==> src/rtl/axi2uart_pkg.sv <==
// Shared constants, state encodings and the read-response record for the AXI-to-UART bridge.
package axi2uart_pkg;
  localparam logic [31:0] REG_DATA   = 32'h00;
  localparam logic [31:0] REG_STATUS = 32'h10;

  localparam int ST_TX_CNT   = 0;
  localparam int ST_RX_CNT   = 16;
  localparam int ST_TX_FULL  = 32;
  localparam int ST_RX_EMPTY = 33;
  localparam int ST_RX_OVF   = 34;

  localparam int WB_FLUSH_TX = 0;
  localparam int WB_FLUSH_RX = 1;
  localparam int WB_CLR_OVF  = 2;

  localparam logic [1:0] RESP_OKAY   = 2'b00;
  localparam logic [1:0] RESP_SLVERR = 2'b10;

  typedef enum logic [1:0] {W_IDLE, W_DATA, W_RESP} wr_state_e;
  typedef enum logic {R_IDLE, R_DATA} rd_state_e;
  typedef enum logic [1:0] {T_IDLE, T_START, T_GUARD, T_WAIT} tx_state_e;
  typedef enum logic [1:0] {SEL_DATA, SEL_STATUS, SEL_NONE} reg_sel_e;

  // Only the low 64 bits of a read can ever be non-zero; the top zero-extends.
  typedef struct packed {
    logic [1:0]  resp;
    logic [63:0] data;
  } rd_rsp_t;

  function automatic reg_sel_e decode(input logic [31:0] addr);
    if (addr == REG_DATA)   return SEL_DATA;
    if (addr == REG_STATUS) return SEL_STATUS;
    return SEL_NONE;
  endfunction
endpackage

==> src/rtl/sync_fifo.sv <==
// Single-clock FIFO with synchronous flush; flush overrides any push/pop in the same cycle.
module sync_fifo #(
  parameter int WIDTH = 8,
  parameter int DEPTH = 16
) (
  input  logic                     gclk,
  input  logic                     grst_n,
  input  logic                     push,
  input  logic [WIDTH-1:0]         din,
  input  logic                     pop,
  input  logic                     flush,
  output logic [WIDTH-1:0]         dout,
  output logic                     full,
  output logic                     empty,
  output logic [$clog2(DEPTH):0]   count
);
  localparam int AW = $clog2(DEPTH);

  logic [WIDTH-1:0] mem [DEPTH];
  logic [AW-1:0]    wr_ptr, rd_ptr;
  logic             do_push, do_pop;

  assign full    = (count == (AW+1)'(DEPTH));
  assign empty   = (count == '0);
  assign do_push = push && !full;
  assign do_pop  = pop && !empty;
  assign dout    = mem[rd_ptr];

  always_ff @(posedge gclk)
    if (do_push && !flush) mem[wr_ptr] <= din;

  always_ff @(posedge gclk or negedge grst_n) begin
    if (!grst_n) begin
      wr_ptr <= '0;
      rd_ptr <= '0;
      count  <= '0;
    end else if (flush) begin
      wr_ptr <= '0;
      rd_ptr <= '0;
      count  <= '0;
    end else begin
      if (do_push) wr_ptr <= wr_ptr + 1'b1;
      if (do_pop)  rd_ptr <= rd_ptr + 1'b1;
      count <= count + (AW+1)'(do_push) - (AW+1)'(do_pop);
    end
  end
endmodule

==> src/rtl/axi2uart_fifo.sv <==
// AXI4 slave: bursts to DATA feed the UART TX FIFO; reads pop the RX FIFO or return STATUS without blocking.
module axi2uart_fifo
  import axi2uart_pkg::*;
#(
  parameter int AXI_ADDR_WIDTH = 6,
  parameter int AXI_DATA_WIDTH = 128,
  parameter int TX_DEPTH       = 16,
  parameter int RX_DEPTH       = 16
) (
  input  logic                      s_axi_aclk,
  input  logic                      s_axi_aresetn,
  input  logic [AXI_ADDR_WIDTH-1:0] s_axi_awaddr,
  input  logic [7:0]                s_axi_awlen,
  input  logic                      s_axi_awvalid,
  output logic                      s_axi_awready,
  input  logic [AXI_DATA_WIDTH-1:0] s_axi_wdata,
  input  logic                      s_axi_wlast,
  input  logic                      s_axi_wvalid,
  output logic                      s_axi_wready,
  output logic [1:0]                s_axi_bresp,
  output logic                      s_axi_bvalid,
  input  logic                      s_axi_bready,
  input  logic [AXI_ADDR_WIDTH-1:0] s_axi_araddr,
  input  logic                      s_axi_arvalid,
  output logic                      s_axi_arready,
  output logic [AXI_DATA_WIDTH-1:0] s_axi_rdata,
  output logic [1:0]                s_axi_rresp,
  output logic                      s_axi_rlast,
  output logic                      s_axi_rvalid,
  input  logic                      s_axi_rready,
  output logic                      tx_start,
  output logic [7:0]                tx_data,
  input  logic                      tx_busy,
  input  logic                      rx_ready,
  input  logic [7:0]                rx_data
);
  localparam int TXC = $clog2(TX_DEPTH) + 1;
  localparam int RXC = $clog2(RX_DEPTH) + 1;

  wr_state_e wr_state, wr_next;
  rd_state_e rd_state, rd_next;
  tx_state_e tx_state, tx_next;
  reg_sel_e  wr_sel, ar_sel;
  logic [1:0] bresp_q;
  rd_rsp_t    rsp_q, rsp_d;
  logic       rx_overflow;

  logic           aw_hs, w_hs, ar_hs, status_beat;
  logic           tx_push, tx_pop, tx_flush, tx_full, tx_empty;
  logic           rx_pop, rx_flush, rx_full, rx_empty, ovf_clr;
  logic [7:0]     tx_head, rx_head;
  logic [TXC-1:0] tx_count;
  logic [RXC-1:0] rx_count;
  logic           unused_ok;

  assign unused_ok = ^{s_axi_awlen, s_axi_wdata[AXI_DATA_WIDTH-1:8]};

  assign aw_hs       = s_axi_awvalid && s_axi_awready;
  assign w_hs        = s_axi_wvalid && s_axi_wready;
  assign ar_hs       = s_axi_arvalid && s_axi_arready;
  assign ar_sel      = decode(32'(s_axi_araddr));
  assign status_beat = w_hs && (wr_sel == SEL_STATUS);

  assign s_axi_awready = (wr_state == W_IDLE);
  assign s_axi_wready  = (wr_state == W_DATA) && ((wr_sel != SEL_DATA) || !tx_full);
  assign s_axi_bvalid  = (wr_state == W_RESP);
  assign s_axi_bresp   = s_axi_bvalid ? bresp_q : RESP_OKAY;
  assign s_axi_arready = (rd_state == R_IDLE);
  assign s_axi_rvalid  = (rd_state == R_DATA);
  assign s_axi_rlast   = s_axi_rvalid;
  assign s_axi_rdata   = AXI_DATA_WIDTH'(rsp_q.data);
  assign s_axi_rresp   = rsp_q.resp;

  assign tx_push  = w_hs && (wr_sel == SEL_DATA);
  assign tx_flush = status_beat && s_axi_wdata[WB_FLUSH_TX];
  assign rx_flush = status_beat && s_axi_wdata[WB_FLUSH_RX];
  assign ovf_clr  = status_beat && s_axi_wdata[WB_CLR_OVF];
  assign rx_pop   = ar_hs && (ar_sel == SEL_DATA);
  assign tx_pop   = (tx_state == T_START);
  assign tx_start = (tx_state == T_START);
  assign tx_data  = tx_start ? tx_head : 8'h00;

  sync_fifo #(.WIDTH(8), .DEPTH(TX_DEPTH)) u_tx_fifo (
    .gclk(s_axi_aclk), .grst_n(s_axi_aresetn),
    .push(tx_push), .din(s_axi_wdata[7:0]), .pop(tx_pop), .flush(tx_flush),
    .dout(tx_head), .full(tx_full), .empty(tx_empty), .count(tx_count)
  );

  sync_fifo #(.WIDTH(8), .DEPTH(RX_DEPTH)) u_rx_fifo (
    .gclk(s_axi_aclk), .grst_n(s_axi_aresetn),
    .push(rx_ready), .din(rx_data), .pop(rx_pop), .flush(rx_flush),
    .dout(rx_head), .full(rx_full), .empty(rx_empty), .count(rx_count)
  );

  // Read data is snapshotted at the AR handshake, so STATUS reflects that cycle.
  always_comb begin
    rsp_d = '0;
    case (ar_sel)
      SEL_DATA: if (!rx_empty) begin
        rsp_d.data[8]   = 1'b1;
        rsp_d.data[7:0] = rx_head;
      end
      SEL_STATUS: begin
        rsp_d.data[ST_TX_CNT +: 16] = 16'(tx_count);
        rsp_d.data[ST_RX_CNT +: 16] = 16'(rx_count);
        rsp_d.data[ST_TX_FULL]      = tx_full;
        rsp_d.data[ST_RX_EMPTY]     = rx_empty;
        rsp_d.data[ST_RX_OVF]       = rx_overflow;
      end
      default: rsp_d.resp = RESP_SLVERR;
    endcase
  end

  always_comb begin
    wr_next = wr_state;
    rd_next = rd_state;
    tx_next = tx_state;
    case (wr_state)
      W_IDLE:  if (aw_hs) wr_next = W_DATA;
      W_DATA:  if (w_hs && s_axi_wlast) wr_next = W_RESP;
      W_RESP:  if (s_axi_bready) wr_next = W_IDLE;
      default: wr_next = W_IDLE;
    endcase
    case (rd_state)
      R_IDLE: if (ar_hs) rd_next = R_DATA;
      R_DATA: if (s_axi_rready) rd_next = R_IDLE;
    endcase
    // The guard cycle covers the transmitter's latency in raising tx_busy.
    case (tx_state)
      T_IDLE:  if (!tx_empty && !tx_busy) tx_next = T_START;
      T_START: tx_next = T_GUARD;
      T_GUARD: tx_next = T_WAIT;
      T_WAIT:  if (!tx_busy) tx_next = T_IDLE;
    endcase
  end

  always_ff @(posedge s_axi_aclk or negedge s_axi_aresetn) begin
    if (!s_axi_aresetn) begin
      wr_state    <= W_IDLE;
      rd_state    <= R_IDLE;
      tx_state    <= T_IDLE;
      wr_sel      <= SEL_NONE;
      bresp_q     <= RESP_OKAY;
      rsp_q       <= '0;
      rx_overflow <= 1'b0;
    end else begin
      wr_state    <= wr_next;
      rd_state    <= rd_next;
      tx_state    <= tx_next;
      rx_overflow <= (rx_ready && rx_full) || (rx_overflow && !ovf_clr);
      if (aw_hs) begin
        wr_sel  <= decode(32'(s_axi_awaddr));
        bresp_q <= (decode(32'(s_axi_awaddr)) == SEL_NONE) ? RESP_SLVERR : RESP_OKAY;
      end
      if (ar_hs) rsp_q <= rsp_d;
    end
  end
endmodule

==> config.mk <==
export PLATFORM = sky130hd
export DESIGN_NAME = axi2uart_fifo
export DESIGN_NICKNAME = d
export VERILOG_FILES = /design/src/rtl/axi2uart_pkg.sv /design/src/rtl/sync_fifo.sv /design/src/rtl/axi2uart_fifo.sv
export SDC_FILE = /design/constraint.sdc
export NUM_CORES = 1
export LEC_CHECK = 0
export ABC_AREA = 1
export ABC_CLOCK_PERIOD_IN_PS = 3800
export CAP_MARGIN = 10
export CORE_MARGIN = 10
export CORE_UTILIZATION = 55
export DETAILED_ROUTE_END_ITERATION = 7
export PLACE_DENSITY_LB_ADDON = 0.2
export SLEW_MARGIN = 20
export SYNTH_ARGS = -nofsm -noshare
export SYNTH_HDL_FRONTEND = slang
export SYNTH_SLANG_ARGS = --single-unit
==> constraint.sdc <==
create_clock -name s_axi_aclk -period 3.8 [get_ports s_axi_aclk]
set_input_delay 0.57 -clock s_axi_aclk [delete_from_list [all_inputs] [get_ports s_axi_aclk]]
set_output_delay 0.57 -clock s_axi_aclk [all_outputs]
set_load 0.02 [all_outputs]
==> results.py, run 1 <==
metrics = {
    "global_route": {
        "grt_pass1_vias": 9096,
        "grt_usage": 0.184,
        "grt_pass1_wl_mm": 49.5,
        "grt_max_degree": 68,
        "overflow": 0,
        "grt_antenna_before_repair": 0,
    },
    "sta": {
        "slew_viol_final": 0,
        "grt_setup_unrepaired": "false",
        "setup_viol": 0,
        "tns_ns": 0,
        "final_hold_viol_count": 0,
        "whs_ns": 0.0253,
        "worstMarginPinSlew_ns": 0.967,
        "max_freq_ghz": 0.287,
        "fin_skew_ns": 0.00971,
        "post-route-period-util": 0.916,
        "period_needed_ns": 3.48,
        "final.setup.worst_slack_ns": 0.320,
        "relSlewSlack": 0.355,
    },
    "yosys": {
        "synth_edf_count": 256,
        "syn_avg_cell_area_sq_um": 10.7,
        "synthCells": 1329,
        "yosys-top-cells-area": "edfxtp_1 (54%), dfrtp_1 (9.1%), buf_4 (6.7%)",
        "synthArstFlopShare": 0.172,
        "seq_area_frac_synth": 0.632,
        "yosysWarningCount": 0,
        "ys_ff_latch": 309,
        "yosysTopAreaCellShare": 0.539,
        "synth-main-ff-cell": "edfxtp_1",
        "syn-cell-area_sq_um": 14300,
        "synth_largest_area_cell": "edfxtp_1",
        "synth.distinct_cells": 36,
    },
    "placed_design": {
        "dpl.hpwl_mm": 20.3,
        "gp_congestion": 0.868,
        "place_ws_ns": 0.603,
        "io_buffers": 71,
    },
    "finish": {
        "nets": 1609,
        "multi_input_area_sq_um": 4040,
        "regArea_sq_um": 9020,
        "drive_gt1_frac": 0.0654,
        "layout_commonest_cell": "edfxtp_1",
        "antenna_cells": 0,
        "fin_util": 0.626,
        "fillers": 2021,
        "syn2layout_area_growth_pct": 11.2,
        "layout_common_cells": "edfxtp_1 (256), nand2_1 (203), nor2_1 (185)",
    },
    "routing": {
        "ant_nets": 0,
        "drt_drc_violations_left": 0,
        "wl_mm": 31.1,
        "vias": 9270,
        "wl_per_cell_um": 17.6,
        "drtIter0Drc": 773,
        "detail_route.vias_per_cell": 5.24,
        "first_pass_iters": 5,
    },
    "cts": {
        "clock_latency_ns": 0.55,
        "path_clk_slew_ns": 0.06,
        "post-cts-setup-buffers": 0,
        "root_buffer": "clkbuf_16",
        "clockBufferDepth": 3,
        "cts-resized-gates": 0,
        "cts_hold_buffers": 0,
        "htreeDepth": 1,
        "tritoncts": "built",
        "cts_buffers": 31,
        "clkSinkCount": 309,
    },
    "floorplanning": {
        "die_y_um": 181,
        "core_area_sq_um": 25300,
        "die_area_sq_um": 32800,
        "dieWidth_um": 181,
        "ios": 313,
        "rows": 58,
        "start_util": 0.563,
    },
    "critical_path": {
        "r2r_cells": 16,
        "rrSetupSlack_ns": 0.95,
        "regToRegStartpoint": "u_rx_fifo.count[2]",
        "crit_path_start_kind": "register",
        "crit_type": "reg2out",
        "cp.required_ns": 3.23,
        "critPathArrivalTime_ns": 2.91,
        "r2r-end": "u_rx_fifo.count[4]",
        "crit_fanout": 66,
        "critPathCaptureType": "primary output",
    },
    "power": {
        "p_leak_nw": 6.34,
        "powerDensity_nw_per_um2": 629,
        "worst_ir_drop_vdd_v": 0.000520,
        "total_power_mw": 9.98,
    },
    "worst_hold_path": {
        "worstHoldPathType": "in2async",
    },
    "outcome": {
        "status": "finished clean",
    },
    "run": {
        "maxCapViolCount": 0,
    },
}
## synthesized netlist by cell type, types with 5 or more instances
cell type    n
a21oi_1     17
o21ai_1     11
edfxtp_1   256
dfrtp_1     52
xor2_1       8
inv_1      116
nand4_1     11
clkbuf_1    13
ha_1        27
o211ai_1    41
buf_4      127
nor3_1      23
inv_2        7
nand2_1    203
nor2_1     185
buf_6        5
nand3_1     80
o21ai_0    103
buf_2       20
## kinds of logic (layout without fill, tap and decap cells)
family / count (synthesis) / count (layout) / share of synthesized area
compound gates: 180 / 180 / 0.0724
fa+ha+maj: 29 / 29 / 0.0265
buf+inv: 290 / 287 / 0.114
flops: 309 / 309 / 0.632
other cells: 1 / 113 / 0.000263
xor+xnor: 10 / 10 / 0.00614
simple gates: 510 / 510 / 0.148
## layout make-up
type	count	share of cell area
Clock buffer	42	0.0515
Timing Repair Buffer	107	0.0625
Clock inverter	15	0.00765
Inverter	123	0.0291
Multi-Input combinational cell	842	0.255
Sequential cell	309	0.569
Tap cell	330	0.0260
## per-layer routing
layer  wire [um]  up-vias  GRT usage
li1            -     4431          -
met1       12900     4466      0.242
met2       14700      333      0.300
met3        2950       40     0.0498
met4         495        0     0.0410
met5           0        -          0
## stage by stage
stage | instance area, sq um | instances
global route | 15900 | 1768
global placement | 14900 | 1711
floorplan | 14700 | 1441
CTS | 15900 | 1768
finish | 15900 | 1768
detailed placement | 14900 | 1711
## sequential cells by signal, summed over array words and instances (netlist names)
register	flops
u_tx_fifo.rd_ptr	4
u_rx_fifo.count	5
s_axi_rdata	17
bresp_q	1
u_tx_fifo.count	5
u_tx_fifo.mem	128
tx_state	2
u_tx_fifo.wr_ptr	4
rx_overflow	1
s_axi_rresp	1
s_axi_rlast	1
u_rx_fifo.wr_ptr	4
u_rx_fifo.mem	128
wr_sel	2
u_rx_fifo.rd_ptr	4
wr_state	2
## power breakdown
part           internal (mW)  switching [mW]  leakage, nW
Sequential              4.03           0.209         2.97
Combinational          0.979            1.92         2.92
Clock                   1.63            1.21        0.446
## worst max-delay path by stage
stage / cells after the start / end / startpoint
2_1_floorplan: 15 / u_rx_fifo.count[4] / s_axi_rlast
3_3_place_gp: 15 / u_rx_fifo.count[4] / s_axi_araddr[2]
3_5_place_dp: 15 / u_rx_fifo.count[4] / s_axi_araddr[5]
4_1_cts: 8 / tx_data[0] / u_tx_fifo.rd_ptr[0]
5_1_grt: 8 / tx_data[0] / u_tx_fifo.rd_ptr[0]
6_report: 8 / tx_data[3] / u_tx_fifo.rd_ptr[0]
## worst max-delay path, stage by stage (launching register included)
cell             delay (ns)
dfrtp_2                0.36
buf_4                  0.54
nor2_1                 0.11
nor2_1                 0.10
o21ai_0                0.09
o211ai_1               0.12
nand3_1                0.13
a21oi_1                0.23
clkdlybuf4s50_1        0.65
Note: power is estimated with default switching activity, not from simulation.
==> inputs of run 2 (changes only) <==
--- a/config.mk
+++ b/config.mk
@@ -6,13 +6,13 @@
 export NUM_CORES = 1
 export LEC_CHECK = 0
 export ABC_AREA = 1
-export ABC_CLOCK_PERIOD_IN_PS = 3800
+export ABC_CLOCK_PERIOD_IN_PS = 4250
 export CAP_MARGIN = 10
-export CORE_MARGIN = 10
-export CORE_UTILIZATION = 55
+export CORE_UTILIZATION = 56
 export DETAILED_ROUTE_END_ITERATION = 7
 export PLACE_DENSITY_LB_ADDON = 0.2
 export SLEW_MARGIN = 20
 export SYNTH_ARGS = -nofsm -noshare
 export SYNTH_HDL_FRONTEND = slang
+export SYNTH_HIERARCHICAL = 1
 export SYNTH_SLANG_ARGS = --single-unit
==> constraint.sdc (replaced) <==
create_clock -name s_axi_aclk -period 4.25 [get_ports s_axi_aclk]
set_input_delay 0.6375 -clock s_axi_aclk [delete_from_list [all_inputs] [get_ports s_axi_aclk]]
set_output_delay 0.6375 -clock s_axi_aclk [all_outputs]
set_load 0.02 [all_outputs]
==> results.py, run 2 <==
metrics = {
    "cts": {
        "tritoncts": "built",
        "clock_latency_ns": 0.55,
        "htreeDepth": 1,
        "cts_buffers": 31,
        "clockBufferDepth": 3,
        "path_clk_slew_ns": 0.06,
        "cts-resized-gates": 0,
        "clkSinkCount": 309,
        "root_buffer": "clkbuf_16",
    },
    "global_route": {
        "grt_max_degree": 52,
        "use_met2": 0.394,
        "grt_usage": 0.225,
        "grt_pass1_vias": 9559,
        "gr-usage-met3": 0.0300,
        "grt_antenna_before_repair": 0,
        "overflow": 0,
        "grt_pass1_wl_mm": 49.3,
        "grtUsageMet1": 0.295,
        "top_usage_layer": "met2",
    },
    "placed_design": {
        "placed_cells": 1953,
        "dpl.hpwl_mm": 20.1,
        "io_buffers": 71,
        "gp_congestion": 0.822,
    },
    "finish": {
        "syn2layout_area_growth_pct": 9.18,
        "drive_gt1_frac": 0.0579,
        "fin_cells": 2009,
        "fin_util": 0.629,
        "layout_common_cells": "nand2_1 (479), edfxtp_1 (256), inv_1 (217)",
        "antenna_cells": 0,
        "nets": 1847,
        "fillers": 2139,
        "layout_commonest_cell": "nand2_1",
    },
    "floorplanning": {
        "dieWidth_um": 166,
        "die_y_um": 166,
        "rows": 59,
        "ios": 313,
        "core_area_sq_um": 26300,
        "die_area_sq_um": 27700,
        "start_util": 0.576,
    },
    "critical_path": {
        "cp.required_ns": 3.61,
        "cp-startpoint": "u_tx_fifo/rd_ptr[0]",
        "crit_type": "reg2out",
        "regToRegStartpoint": "u_tx_fifo/count[2]",
        "critPathCaptureType": "primary output",
        "crit_fanout": 21,
        "crit_path_start_kind": "register",
        "critPathArrivalTime_ns": 3.02,
    },
    "outcome": {
        "violations": "design-rule violations",
        "status": "finished, violations left",
    },
    "routing": {
        "drt_drc_violations_left": 10,
        "wl_mm": 31.0,
        "vias": 10000,
        "wl_per_cell_um": 15.4,
        "drtIter0Drc": 775,
        "ant_nets": 0,
        "detail_route.vias_per_cell": 4.99,
        "first_pass_iters": 8,
    },
    "sta": {
        "worstMarginPinSlew_ns": 0.944,
        "slew_viol_final": 0,
        "grt_setup_unrepaired": "false",
        "max_freq_ghz": 0.274,
        "setup_viol": 0,
        "fin_skew_ns": 0.0109,
        "relSlewSlack": 0.370,
        "post-route-period-util": 0.860,
        "period_needed_ns": 3.65,
        "final_hold_viol_count": 0,
        "tns_ns": 0,
    },
    "run": {
        "maxCapViolCount": 0,
    },
    "yosys": {
        "synth.distinct_cells": 38,
        "synthMostInstantiatedCell": "nand2_1",
        "yosys-top-cells-area": "edfxtp_1 (51%), nand2_1 (12%), dfrtp_1 (8.6%)",
        "syn-cell-area_sq_um": 15100,
        "ys_ff_latch": 309,
        "synth_edf_count": 256,
        "syn_avg_cell_area_sq_um": 9.54,
        "seq_area_frac_synth": 0.596,
        "synth_largest_area_cell": "edfxtp_1",
        "synthArstFlopShare": 0.172,
        "synth-main-ff-cell": "edfxtp_1",
        "synthTopCellsByCount": "nand2_1 (479), edfxtp_1 (256), inv_1 (217)",
        "synthCells": 1587,
        "yosysTopAreaCellShare": 0.508,
        "yosysWarningCount": 6,
    },
    "power": {
        "worst_ir_drop_vdd_v": 0.000341,
        "p_leak_nw": 7.52,
        "total_power_mw": 8.90,
        "powerDensity_nw_per_um2": 539,
    },
    "worst_hold_path": {
        "worstHoldPathType": "in2async",
    },
}
## run 2: cell count changes in the layout (fill, tap and decap cells not counted), moves of 22 or more
cell      change
nor3_1       -22
nand3_1      +99
o211ai_1     -41
o21ai_0      -95
inv_1       +101
nor2_1       -70
nand2_1     +276
## run 2: per-layer routing
| metal | routed length, um | share of wire |
|---|---|---|
| met4 | 576 | 0.019 |
| met1 | 13300 | 0.43 |
| met2 | 15500 | 0.50 |
| met5 | 0 | 0 |
| met3 | 1560 | 0.050 |
## run 2: final cells by class
class,instances,area [sq um],area share
tap,335,419,0.0254
timing repair buffer,90,851,0.0515
multi-input combinational,989,4480,0.271
inverter,231,867,0.0525
clock inverter,13,56.3,0.00341
clock buffer,42,837,0.0507
sequential,309,9020,0.546
## run 2: final timing paths
kind                                  endpoint  slack (ns)  cells after the start
max                                 tx_data[2]        0.60                     11
min                        u_tx_fifo/rd_ptr[3]        0.44                      2
max reg2reg                u_rx_fifo/mem[5][4]        1.12                     11
min reg2reg                          wr_sel[1]        0.48                      2
max in group asynchronous  u_rx_fifo/rd_ptr[0]        2.93                      3
min in group s_axi_aclk              wr_sel[1]        0.48                      2
## run 2: what timing repair did
action | 4_1_cts | 5_1_grt
hold buffers | 1 | 0
buffers inserted | 0 | 0
endpoints found under the hold margin | 4 | 0
## run 2: worst max-delay path, stage by stage, from the launching register on
cell and delay (ns):
dfrtp_2 0.56, inv_2 0.27, buf_4 0.31, nand2_1 0.09, nand2_1 0.07, nand2_1 0.05
nand3_1 0.13, nand3_1 0.14, nand2_1 0.10, nand2_1 0.05, inv_1 0.07, clkdlybuf4s50_1 0.59
## run 2: logic make-up (layout without fill, tap and decap cells)
family / after synthesis / count (layout) / share of synthesized area
AOI/OAI and AO/OA: 29 / 29 / 0.0111
xor gates and xnor gates: 8 / 8 / 0.00463
adders and majority gates: 29 / 29 / 0.0250
buffers and inverters: 401 / 376 / 0.136
DFF: 309 / 309 / 0.596
other: 1 / 113 / 0.000248
and+or+nand+nor: 810 / 810 / 0.227
## run 2: metrics by stage
step	worst slack, ns	hold WS (ns)	cell area [sq um]
floorplan	1.60	0.342	15600
global placement	0.895	0.465	15600
detailed placement	0.861	0.465	15600
CTS	0.593	0.419	16500
global route	0.392	0.446	16500
finish	0.597	0.443	16500
## run 2: power breakdown
group,switching [mW],internal [mW],leakage [nW]
combinational,1.76,0.867,4.10
clock,1.07,1.36,0.441
sequential,0.267,3.58,2.98
